--- config.mk ---
export PLATFORM = sky130hd
export DESIGN_NAME = serial_subtractor
export DESIGN_NICKNAME = d
export VERILOG_FILES = /design/src/rtl/serial_arith_pkg.sv /design/src/rtl/full_subtractor.sv /design/src/rtl/serial_subtractor.sv
export SDC_FILE = /design/constraint.sdc
export NUM_CORES = 1
export LEC_CHECK = 0
export BUFFER_PORTS_ARGS = -buffer_cell sky130_fd_sc_hd__buf_2
export CORE_ASPECT_RATIO = 1.2
export CORE_MARGIN = 2
export CORE_UTILIZATION = 30
export DETAILED_ROUTE_END_ITERATION = 16
export SKIP_CTS_REPAIR_TIMING = 1
export SLEW_MARGIN = 20
export SYNTH_ARGS = -nofsm -noshare
export SYNTH_HDL_FRONTEND = slang
export SYNTH_SLANG_ARGS = --single-unit
export TNS_END_PERCENT = 5
--- constraint.sdc ---
create_clock -name clk -period 2.4 [get_ports clk]
set_clock_uncertainty 0.1 [all_clocks]
set_input_delay 0.36 -clock clk [delete_from_list [all_inputs] [get_ports clk]]
set_output_delay 0.36 -clock clk [all_outputs]
set_load 0.02 [all_outputs]
--- src/rtl/serial_arith_pkg.sv ---
// Shared definitions for the bit-serial arithmetic blocks: FSM encoding,
// default operand width and a counter-sizing helper.
package serial_arith_pkg;

   localparam int DEFAULT_WIDTH = 8;

   typedef enum logic [1:0] {
      IDLE  = 2'd0,
      SHIFT = 2'd1,
      DONE  = 2'd2
   } state_t;

   // Bits needed to count 0..width-1; a 1-bit counter is the floor.
   function automatic int count_bits(input int width);
      return (width > 1) ? $clog2(width) : 1;
   endfunction

endpackage

--- src/rtl/full_subtractor.sv ---
// One-bit full subtractor: the per-bit cell of the serial subtractor.
module full_subtractor (
   input  logic A,
   input  logic B,
   input  logic Bin,
   output logic Diff,
   output logic Bout
);

   assign Diff = A ^ B ^ Bin;
   assign Bout = (~A & B) | (~(A ^ B) & Bin);

endmodule

--- src/rtl/serial_subtractor.sv ---
// Bit-serial unsigned subtractor: diff = a - b mod 2^WIDTH, one bit per
// clock LSB first, with final borrow and zero flags.
module serial_subtractor
   import serial_arith_pkg::*;
#(
   parameter int WIDTH = DEFAULT_WIDTH
) (
   input  logic             clk,
   input  logic             rst_n,
   input  logic             start,
   input  logic [WIDTH-1:0] a,
   input  logic [WIDTH-1:0] b,
   output logic             busy,
   output logic             done,
   output logic [WIDTH-1:0] diff,
   output logic             borrow,
   output logic             zero,
   output state_t           dbg_state
);

   // Handshake: start is a request taken only in IDLE (operands sampled on
   // that edge); done is a one-cycle valid pulse with no ready, and
   // diff/borrow/zero hold their value until the next completion.

   localparam int              CW   = count_bits(WIDTH);
   localparam logic [CW-1:0]   LAST = CW'(WIDTH - 1);

   state_t           state;
   state_t           state_next;
   logic             accept;
   logic             last_bit;

   logic [WIDTH-1:0] a_sr;
   logic [WIDTH-1:0] b_sr;
   logic [WIDTH-1:0] res_sr;
   logic [WIDTH-1:0] res_next;
   logic             bin_q;
   logic [CW-1:0]    cnt;
   logic             bit_diff;
   logic             bit_bout;

   full_subtractor u_cell (
      .A    (a_sr[0]),
      .B    (b_sr[0]),
      .Bin  (bin_q),
      .Diff (bit_diff),
      .Bout (bit_bout)
   );

   // Result enters at the MSB, so after WIDTH shifts bit 0 is the LSB.
   assign res_next = {bit_diff, res_sr[WIDTH-1:1]};

   always_comb begin
      state_next = state;
      accept     = 1'b0;
      last_bit   = 1'b0;
      case (state)
         IDLE: begin
            if (start) begin
               accept     = 1'b1;
               state_next = SHIFT;
            end
         end
         SHIFT: begin
            if (cnt == LAST) begin
               last_bit   = 1'b1;
               state_next = DONE;
            end
         end
         DONE:    state_next = IDLE;
         default: state_next = IDLE;
      endcase
   end

   always_ff @(posedge clk or negedge rst_n) begin
      if (!rst_n) begin
         state <= IDLE;
      end else begin
         state <= state_next;
      end
   end

   always_ff @(posedge clk or negedge rst_n) begin
      if (!rst_n) begin
         a_sr   <= '0;
         b_sr   <= '0;
         res_sr <= '0;
         bin_q  <= 1'b0;
         cnt    <= '0;
      end else if (accept) begin
         a_sr   <= a;
         b_sr   <= b;
         res_sr <= '0;
         bin_q  <= 1'b0;
         cnt    <= '0;
      end else if (state == SHIFT) begin
         a_sr   <= a_sr >> 1;
         b_sr   <= b_sr >> 1;
         res_sr <= res_next;
         bin_q  <= bit_bout;
         // Counter stops at the last bit index instead of wrapping.
         if (!last_bit) begin
            cnt <= cnt + 1'b1;
         end
      end
   end

   always_ff @(posedge clk or negedge rst_n) begin
      if (!rst_n) begin
         diff   <= '0;
         borrow <= 1'b0;
         zero   <= 1'b0;
      end else if (last_bit) begin
         diff   <= res_next;
         borrow <= bit_bout;
         zero   <= (res_next == '0);
      end
   end

   assign busy      = (state == SHIFT);
   assign done      = (state == DONE);
   assign dbg_state = state;

   busy_done_exclusive: assert property (@(posedge clk) disable iff (!rst_n) !(busy && done));

endmodule

==> results.toml <==
[timing]
hold_viol = 0
slew_headroom_pct = 42.4
fin_crit_sh_pct = 84.6
setup_viol = 0
fmax_mhz = 493
maxSlewViolCount = 0
worst_slew_pin_slew_ns = 0.863
period_minus_slack_ns = 2.03
whs_ns = 0.0690
rsz0062_at_grt = "false"
tns_ns = 0

[pwr]
comb_power_share_pct = 35.2
clkPwrFrac_pct = 23.8
power.switching_w = 0.000987
p_per_area_mw_per_mm2 = 1340
p_int_w = 0.00177
pwr-share-seq_pct = 41.0
p_sw_share_pct = 35.8
leakage_nw = 0.990
irDropWorstVdd_mv = 0.401

[detailed_routing]
ant_nets = 0
drcViolationCount = 0
wl_per_cell_um = 14.3
finalWirelength_mm = 3.55
vias = 1255
first_pass_iters = 4
drtIter0Drc = 53
via_per_inst = 5.04

[synthesis]
syn_area_mm2 = 0.00170
synthesis.nets = 172
synth-seq-cells = 39
synth_enable_flop_cells = 0
syn_avg_cell_area_um2 = 11.3
yosysSeqAreaShare_pct = 57.5
synth_cells = 150
synth_cell_types = 25
ys.flop_type = "dfrtp_1"
ys_warn_count = 0
async_reset_ff_share_pct = 100

[grt]
grt_pass1_vias = 1255
grt_pass1_wl_mm = 6.18
grt_overflow_total = 0
antenna_found_initial = 0
globalRouteTotalUtil_pct = 12.7
grt_max_degree = 40

[setup_path]
worst_path_max_delay_cell = "dfrtp_1"
cpPeakStageDelay_ns = 0.60
rrSetupSlack_ns = 0.57
r2r.worst_path.cells = 4
cp_data_required_time_ns = 1.94
end_kind = "output pin"
cp_num_buf_inv = 2
path_delay_family = "flip-flops"
path_max_fanout = 16
crit_chain = "nand2b_1 -> inv_2 -> buf_2"
critPathKind = "flip-flop to output pin"
arrival_ns = 1.57
r2r-start = "dbg_state[0]"
reg2reg_to = "cnt[0]"
path_depth = 3
critPathLaunchType = "flip-flop"

[place]
hpwl_mm = 2.38
io_buffer_count = 32
gp_congestion = 0.728

[cts]
htreeDepth = 2
clockBufferDepth = 2
path_clk_slew_ns = 0.08
cts_buffers = 5
clkSinkCount = 39
clkLatencyLatePin_ns = 0.30
cts_root_buf = "clkbuf_8"
cts_tree = "built"

[worst_hold_path]
hold_path.class = "primary input to async pin"

[final_layout]
syn2layout_area_growth_pct = 21.5
fillers = 566
fin_nets = 206
num_antenna_cells = 0
final_layout_size_suffix_gt1_share_pct = 25.9
fin_util_pct = 37.1

[die]
core_area_mm2 = 0.00556
fp-row-count = 30
io_pins = 33
die_x_um = 72.7
die_h_um = 86.4
die-area_mm2 = 0.00628
start_util_pct = 30.6

[run]
maxCapViolations = 0

[run_status]
status = "finished clean"
[worst max-delay path by stage]
stage / startpoint / to / slack (ns)
after floorplan: dbg_state[1] / done / 0.61
after global placement: dbg_state[0] / diff[5] / 0.59
after detailed placement: dbg_state[0] / diff[0] / 0.56
after CTS: dbg_state[0] / busy / 0.31
after global routing: dbg_state[0] / busy / 0.21
final: dbg_state[0] / busy / 0.37
[metrics by stage]
stage          std cells  cell area, um2  total power (W)  setup WS (ns)
2_1_floorplan        150            1700          0.00182          0.611
3_3_place_gp         241            1930          0.00211          0.591
3_5_place_dp         241            1930          0.00213          0.564
4_1_cts              249            2060          0.00280          0.309
5_1_grt              249            2060          0.00296          0.214
6_report             249            2060          0.00276          0.371
[worst register-to-register path, cell delays in order (launching register included)]
cell      delay [ns]
dfrtp_1         0.60
buf_4           0.26
and2b_1         0.27
o21bai_1        0.32
mux2_2          0.22
[Yosys cell counts (2+ instances only)]
cell | n | area share (%)
dfrtp_1 | 39 | 57
o21ai_1 | 19 | 5.6
a22oi_1 | 13 | 5.7
nand2_1 | 12 | 2.7
nor2b_1 | 12 | 4.4
a21oi_1 | 10 | 2.9
a22o_1 | 9 | 4.6
mux2_1 | 8 | 5.3
buf_2 | 6 | 1.8
inv_1 | 3 | 0.66
clkbuf_1 | 2 | 0.44
ha_1 | 2 | 1.5
inv_2 | 2 | 0.44
nor4_1 | 2 | 0.74
[power groups by stage]
stage / registers [W] / clock network (W) / logic, W
3_5_place_dp: 0.00115 / 0 / 0.000980
5_1_grt: 0.00117 / 0.000699 / 0.00109
2_1_floorplan: 0.00118 / 0 / 0.000638
3_3_place_gp: 0.00114 / 0 / 0.000973
6_report: 0.00113 / 0.000657 / 0.000970
4_1_cts: 0.00114 / 0.000673 / 0.000990
[cell families (layout without fill, tap and decap cells)]
group | count (synthesis) | after routing | share of synthesized area, %
compound gates | 54 | 54 | 20.6
flops | 39 | 39 | 57.5
simple gates | 31 | 31 | 9.80
buf+inv | 14 | 49 | 3.54
mux | 9 | 9 | 5.97
fa+ha+maj | 3 | 3 | 2.65
[sequential cells by signal, indices dropped and copies added, names as in the netlist]
register	count
bin_q	1
zero	1
a_sr	8
diff	8
cnt	3
b_sr	8
res_sr	7
dbg_state	2
borrow	1
[placed cells by master, fill, tap and decap left out]
cell type	instances
clkinvlp_4	1
nand2_1	12
inv_2	2
and3b_1	1
mux2_2	1
clkbuf_8	5
dfrtp_1	39
nor4_1	2
ha_1	2
nand2b_1	1
fa_1	1
o21ai_1	19
mux2_1	8
nor2b_1	12
a22o_1	9
a22oi_1	13
buf_4	4
o21bai_1	1
bufinv_16	2
o21bai_2	1
a2bb2oi_1	1
a21oi_1	10
nand3b_1	1
inv_1	3
and2b_1	1
buf_2	32
nor2_1	1
[metal layers]
layer / vias up / global-route usage (%) / routed length, um
met5: - / 0 / 0
met4: 0 / 4.04 / 55
met3: 5 / 3.72 / 149
met2: 27 / 20.0 / 1660
met1: 616 / 16.9 / 1690
li1: 607 / - / -
[final cells by class]
cell class	count	area, um2	share of cell area (%)
clock inverter	3	67.6	3.27
sequential	39	976	47.3
tap	64	80.1	3.88
clock buffer	5	68.8	3.34
timing repair buffer	36	190	9.22
multi-input combinational	97	662	32.1
inverter	5	18.8	0.910
Power figures use the tool's default switching activity.
